File: config.mk
export PLATFORM = sky130hd
export DESIGN_NAME = selfcheck_sequencer
export DESIGN_NICKNAME = d
export VERILOG_FILES = /design/src/rtl/selfcheck_pkg.sv /design/src/rtl/tick_gen.sv /design/src/rtl/selfcheck_sequencer.sv
export SDC_FILE = /design/constraint.sdc
export NUM_CORES = 1
export LEC_CHECK = 0
export BUFFER_PORTS_ARGS = -buffer_cell sky130_fd_sc_hd__buf_2
export CORE_ASPECT_RATIO = 1.2
export CORE_MARGIN = 1
export CORE_UTILIZATION = 40
export CTS_CLUSTER_DIAMETER = 120
export CTS_CLUSTER_SIZE = 24
export DETAILED_ROUTE_END_ITERATION = 8
export PLACE_DENSITY_LB_ADDON = 0.25
export SLEW_MARGIN = 20
export SYNTH_ARGS = -nofsm -noshare
export SYNTH_HDL_FRONTEND = slang
export SYNTH_HIERARCHICAL = 1
export SYNTH_SLANG_ARGS = --single-unit
File: constraint.sdc
create_clock -name CLOCK_50 -period 2.4 [get_ports CLOCK_50]
set_input_delay 0.12 -clock CLOCK_50 [delete_from_list [all_inputs] [get_ports CLOCK_50]]
set_output_delay 0.12 -clock CLOCK_50 [all_outputs]
set_load 0.05 [all_outputs]
File: src/rtl/selfcheck_pkg.sv
// Shared types and width helpers for the built-in self-test sequencer.
// The state enum is exported so benches and board logic can decode the debug state port.
package selfcheck_pkg;

    typedef enum logic [2:0] {
        IDLE  = 3'd0,
        FETCH = 3'd1,
        APPLY = 3'd2,
        CHECK = 3'd3,
        DONE  = 3'd4
    } state_t;

    // Address width for a ROM of n words; a single-word ROM still gets one address bit.
    function automatic int addr_w(input int n);
        return (n > 1) ? $clog2(n) : 1;
    endfunction

    // Counter width able to hold the value n itself (up to n failing vectors).
    function automatic int cnt_w(input int n);
        return $clog2(n + 1);
    endfunction

endpackage

File: src/rtl/tick_gen.sv
// Divides the clock into a one-clock tick pulse every 2**TICK_LOG2 clocks.
// With TICK_LOG2 = 0 the tick is permanently high.
module tick_gen #(
    parameter int TICK_LOG2 = 2
) (
    input  logic CLOCK_50,
    input  logic resetn,
    output logic tick
);

    generate
        if (TICK_LOG2 == 0) begin : g_every_clock
            assign tick = 1'b1;
        end else begin : g_divider
            logic [TICK_LOG2-1:0] cnt;

            always_ff @(posedge CLOCK_50 or negedge resetn) begin
                if (!resetn) begin
                    cnt <= '0;
                end else begin
                    cnt <= cnt + TICK_LOG2'(1);
                end
            end

            assign tick = &cnt;
        end
    endgenerate

endmodule

File: src/rtl/selfcheck_sequencer.sv
// Walks the stimulus and golden ROMs, drives a combinational DUT and tallies mismatches.
// Reports pass/fail, the failure count and the first failing vector index.
module selfcheck_sequencer
    import selfcheck_pkg::*;
#(
    parameter int INP_W     = 4,
    parameter int OUTP_W    = 4,
    parameter int N_TV      = 16,
    parameter int TICK_LOG2 = 2,
    localparam int AW       = addr_w(N_TV),
    localparam int CW       = cnt_w(N_TV)
) (
    input  logic              CLOCK_50,
    input  logic              resetn,
    input  logic              start,
    output logic [AW-1:0]     tv_addr,
    input  logic [INP_W-1:0]  inp_rom_data,
    input  logic [OUTP_W-1:0] outp_rom_data,
    output logic [INP_W-1:0]  dut_inp,
    input  logic [OUTP_W-1:0] dut_outp,
    output logic              busy,
    output logic              done,
    output logic              pass,
    output logic [CW-1:0]     fail_count,
    output logic [AW-1:0]     first_fail_idx,
    output logic              first_fail_valid,
    output state_t            state_dbg
);

    state_t            state;
    state_t            state_nxt;
    logic              tick;
    logic [OUTP_W-1:0] golden;
    logic              accept;
    logic              mismatch;
    logic              last_vec;

    tick_gen #(
        .TICK_LOG2(TICK_LOG2)
    ) u_tick_gen (
        .CLOCK_50(CLOCK_50),
        .resetn  (resetn),
        .tick    (tick)
    );

    // start is a level sampled every clock; it only takes effect while idle or finished,
    // and it is accepted regardless of tick so a run begins on the very next clock.
    assign accept   = start && ((state == IDLE) || (state == DONE));
    assign mismatch = (dut_outp != golden);
    assign last_vec = (tv_addr == AW'(N_TV - 1));

    always_ff @(posedge CLOCK_50 or negedge resetn) begin
        if (!resetn) begin
            state <= IDLE;
        end else begin
            state <= state_nxt;
        end
    end

    always_comb begin
        state_nxt = state;
        case (state)
            IDLE:    if (start) state_nxt = FETCH;
            FETCH:   if (tick)  state_nxt = APPLY;
            APPLY:   if (tick)  state_nxt = CHECK;
            CHECK:   if (tick)  state_nxt = last_vec ? DONE : FETCH;
            DONE:    if (start) state_nxt = FETCH;
            default: state_nxt = IDLE;
        endcase
    end

    always_comb begin
        busy      = 1'b0;
        done      = 1'b0;
        pass      = 1'b0;
        state_dbg = state;
        case (state)
            FETCH, APPLY, CHECK: busy = 1'b1;
            DONE: begin
                done = 1'b1;
                pass = (fail_count == '0);
            end
            default: ;
        endcase
    end

    // FETCH holds the address for at least one clock, so the ROM words seen in APPLY
    // always belong to the current tv_addr.
    always_ff @(posedge CLOCK_50 or negedge resetn) begin
        if (!resetn) begin
            tv_addr          <= '0;
            dut_inp          <= '0;
            golden           <= '0;
            fail_count       <= '0;
            first_fail_idx   <= '0;
            first_fail_valid <= 1'b0;
        end else if (accept) begin
            tv_addr          <= '0;
            fail_count       <= '0;
            first_fail_idx   <= '0;
            first_fail_valid <= 1'b0;
        end else if (tick) begin
            case (state)
                APPLY: begin
                    dut_inp <= inp_rom_data;
                    golden  <= outp_rom_data;
                end
                CHECK: begin
                    if (mismatch) begin
                        fail_count <= fail_count + CW'(1);
                        if (!first_fail_valid) begin
                            first_fail_idx   <= tv_addr;
                            first_fail_valid <= 1'b1;
                        end
                    end
                    if (!last_vec) begin
                        tv_addr <= tv_addr + AW'(1);
                    end
                end
                default: ;
            endcase
        end
    end

endmodule

# Word-level counts from Yosys, hierarchy flattened
# Cells that the tools add are included.
# classes
n_mux	26
n_eq_ne	12
addsub	3
n_reduce_logical	15
n_bitwise	1
# ops
cell	n
two-way mux 4 bit	9
two-way mux 5 bit	4
two-way mux 3 bit	5
case mux 3 bit (4 select lines)	1
AND reduction 4 bit	3
inequality test 2 bit, second input constant	4
two-way mux 1 bit	7
equality test 3 x 2 -> 1 bit, second input constant	2
AND reduction 3 bit	2
nonzero test 2 bit	3
adder 5 x 1 -> 5 bit, second input constant	1
zero test 5 bit	1
adder 4 x 1 -> 4 bit, second input constant	1
equality test 4 bit, second input constant	1
inequality test 2 x 1 -> 1 bit, second input constant	2
inequality test 4 bit	1
equality test 3 x 1 -> 1 bit, second input constant	1
equality test 3 bit, second input constant	1
zero test 3 bit	1
OR reduction 3 bit	1
adder 2 x 1 -> 2 bit, second input constant	1
AND reduction 2 bit	1
OR reduction 2 bit	1
logical AND 1 bit	1
2 further kinds	2
# word_totals
inputBits	15
elab_cells	65
out_inout_bits	24
register_bits	27

# Depth between registers and ports, before layout
# depth
depth_word	5
depth_mapped	6
mapped_depth_nobuf	5

# Modules after synthesis
# Netlist, hierarchy kept.
# by_module_without_submodules
module	seq_area_each_um2	n_inst	cells_per_inst	area_each_um2
selfcheck_sequencer	625.6	1	109	1204.9
tick_gen	50.0	1	4	66.3

# Worst setup path after synthesis
# Ideal clock, no wire load.
# synth_timing
path_type	register to output
startpoint	register state[0] (netlist: state_dbg[0])
endpoint	output pass
t_arrival_ps	2468
path_stages_with_launch	4
n_path_buf	0
slack_ps	-188
required_ps	2280
cell_sequence	dfrtp_1 > nor2_1 > nand2_1 > nor4_1
# synth_via
elab_chain_cells	2
# synth_lines
element	line	source
start: declaration	selfcheck_sequencer.sv:30	state_t state;
start signal: assignment	selfcheck_sequencer.sv:56	state <= state_nxt;
equality test 3 bit	selfcheck_sequencer.sv:77	case (state)
two-way mux 1 bit	selfcheck_sequencer.sv:77	
end: declaration	selfcheck_sequencer.sv:23	output logic pass,
# No other way between the ends.

# Worst setup path after layout
# Same ends and word-level chain as after synthesis.

==> results.py <==
metrics = {
    "global_route": {
        "grt_pass1_vias": 957,
        "grtUsageTotal_pct": 17.28,
        "gr-total-overflow": 0,
        "grt_start_max_net_pins": 28,
        "grt_pass1_wl_mm": 4.340,
        "antenna_found_initial": 0,
    },
    "critical_path": {
        "arrival_ns": 1.75,
        "reg2reg_depth": 5,
        "crit_type": "flop to output port",
        "worstPathRequired_ns": 2.28,
        "end_kind": "output port",
        "worstSetupStartpointType": "flop",
        "cp_max_fo": 6,
    },
    "timing": {
        "fin_crit_sh_pct": 77.82,
        "maxSlewViolCount": 0,
        "tightest_slew_ns": 0.6087,
        "finalHoldViolations": 0,
        "final.setup_skew_ns": 0.001911,
        "rsz0062_at_grt": "no",
        "tns_ns": 0,
        "min_period_ns": 1.868,
        "setup_viol": 0,
        "max_freq_mhz": 535.4,
        "slew_headroom_pct": 59.42,
    },
    "floorplan": {
        "coreArea_um2": 3055,
        "floorplan.initialDensity_pct": 41.61,
        "dieArea_um2": 3408,
        "die_y_um": 63.76,
        "row_count": 22,
        "fp.dieW_um": 53.46,
        "io_pins": 39,
    },
    "cells_and_area": {
        "final_cell_mix": "buf_2 (38), dfrtp_1 (27), nand2_1 (18)",
        "multi_input_area_um2": 559.3,
        "register_area_um2": 675.6,
        "layout-drive-gt1-share_pct": 35.06,
        "diodes": 0,
        "layoutNonFillerInstCount": 190,
        "n_fill_cell": 280,
        "syn2layout_area_growth_pct": 21.36,
        "layout_commonest_cell": "buf_2",
        "nNetsFinal": 174,
    },
    "cts": {
        "cts_buffers": 3,
        "clk_latency_ns": 0.31,
        "cts-root-buf": "clkbuf_4",
        "cts_setup_buffers": 0,
        "cts_max_path_buffers": 2,
        "htree_levels": 1,
        "clock_sinks": 27,
        "clkSlewWorstSetupHoldPaths_ns": 0.14,
        "cts_tree": "yes",
    },
    "placement": {
        "port_buffers": 38,
        "dp.cells": 184,
        "routabilityCongestion": 0.7862,
        "hpwlAfterDp_mm": 1.931,
    },
    "synth": {
        "synth-warning-count": 6,
        "syn_area_um2": 1271,
        "yosysUniqueCellTypes": 29,
        "ys_ff_latch": 27,
        "avgSynthCellArea_um2": 11.25,
        "ys_seq_area_share_pct": 53.15,
        "synth_cells": 113,
        "syn-num-nets": 132,
    },
    "pwr": {
        "p_int_w": 0.0008802,
        "power.switching_w": 0.0008821,
        "p_seq_share_pct": 41.1,
        "power_density_nw_per_um2": 1142,
        "p_leak_nw": 0.7784,
        "pwr-share-clk_pct": 11.0,
        "combPwrFrac_pct": 48.0,
        "ir_worst_vdd_v": 0.0006350,
        "switching_share_pct": 50.05,
    },
    "run_status": {
        "outcome": "finished clean",
    },
    "route": {
        "drc": 0,
        "drtIter0Drc": 15,
        "dr_total_vias": 975,
        "wl_per_cell_um": 13.41,
        "drtAntennaViolNets": 0,
        "drtPass1Iterations": 4,
        "totalWireLength_mm": 2.547,
        "viasPerCell": 5.132,
    },
    "min_path": {
        "worstHoldPathCells": 2,
        "min_path_type": "primary input to flop",
    },
    "run": {
        "drv_cap": 0,
    },
}
==> timing repair <==
action | 4_1_cts | 5_1_grt
resized for setup | 0 | 0
hold buffers | 2 | 0
hold endpoints to repair | 28 | 0
==> routing by layer <==
layer / vias up / share of wire, % / GRT usage [%]
li1: 477 / - / -
met1: 464 / 45 / 22.53
met2: 32 / 50 / 29.22
met3: 2 / 4.7 / 2.143
met4: 0 / 0.55 / 4.934
met5: - / 0 / 0
==> power by group through the flow <==
stage / Combinational, W / Sequential (W) / Clock, W
3_5_place_dp: 0.000851 / 0.000734 / 0
5_1_grt: 0.000902 / 0.000751 / 0.000222
2_1_floorplan: 0.000277 / 0.00109 / 0
4_1_cts: 0.000854 / 0.000727 / 0.000199
6_report: 0.000845 / 0.000724 / 0.000193
3_3_place_gp: 0.000842 / 0.000725 / 0
==> cells in the mapped netlist <==
master | number | area share, %
nand2_1 | 18 | 5.3
or3_1 | 1 | 0.49
buf_2 | 1 | 0.39
clkbuf_1 | 1 | 0.29
xor2_1 | 6 | 4.1
nor2_1 | 5 | 1.5
a21oi_1 | 3 | 1.2
a31oi_1 | 2 | 0.98
nor4_1 | 1 | 0.49
inv_1 | 5 | 1.5
and2_1 | 1 | 0.49
o41ai_4 | 1 | 2.2
nor4bb_1 | 1 | 0.79
ha_1 | 4 | 3.9
nand2b_1 | 1 | 0.49
dfrtp_1 | 27 | 53
buf_1 | 1 | 0.29
a211oi_1 | 1 | 0.59
mux2_2 | 9 | 8.0
mux2i_1 | 6 | 4.7
nand3_1 | 4 | 1.6
o31ai_1 | 1 | 0.59
buf_6 | 1 | 0.89
nand4_1 | 2 | 0.98
o21ai_0 | 5 | 2.0
and4b_1 | 1 | 0.79
o41a_1 | 1 | 0.89
and3_1 | 2 | 0.98
nor2_2 | 1 | 0.49
==> worst max-delay path, stage by stage, from the launching register on <==
cell	delay [ns]
dfrtp_1	0.46
nor2_1	0.25
nand2_1	0.18
nor4_2	0.25
buf_2	0.30
==> kinds of logic (layout without fill, tap and decap cells) <==
group	count (synthesis)	after routing	synth area share [%]
xor+xnor	6	6	4.134
simple gates	38	38	14.37
fa+ha+maj	4	4	3.937
compound gates	14	14	8.366
flops	27	27	53.15
buf+inv	9	50	3.346
mux	15	15	12.70
==> state kept, by name (all words and copies together) (netlist names) <==
name                      count
fail_count                    5
dut_inp                       4
first_fail_idx                4
golden                        4
tv_addr                       4
state_dbg                     3
u_tick_gen/g_divider.cnt      2
first_fail_valid              1
==> stage by stage <==
step                      area, um^2  total power [W]  hold WS (ns)  setup WS [ns]  utilization [%]
after detailed placement        1496         0.001586        0.1610         0.6346            48.98
after global placement          1496         0.001567        0.1567         0.7176            48.98
after global routing            1543         0.001876      0.007593         0.3446            50.49
after floorplan                 1277         0.001371       -0.1756         0.3769                -
final                           1543         0.001762       0.02450         0.5324            50.49
after CTS                       1543         0.001780       0.01458         0.5148            50.49
==> final cells by class <==
| class | count | area share [%] |
|---|---|---|
| flip-flops and latches | 27 | 43.80 |
| multi-input cells | 77 | 36.25 |
| repair buffers | 41 | 14.11 |
| well taps | 36 | 2.920 |
| clock buffers | 4 | 1.703 |
| inverters | 5 | 1.217 |
==> final timing paths <==
kind | startpoint | end | slack (ns)
setup / recovery | state_dbg[0] | pass | 0.53
hold / removal | inp_rom_data[1] | dut_inp[1] | 0.02
setup reg to reg | u_tick_gen/g_divider.cnt[0] | fail_count[4] | 0.61
hold reg to reg | u_tick_gen/g_divider.cnt[0] | u_tick_gen/g_divider.cnt[0] | 0.44
max in group asynchronous | resetn | tv_addr[2] | 1.68
min in group asynchronous | resetn | dut_inp[2] | 0.33
Power figures use the tool's default switching activity.
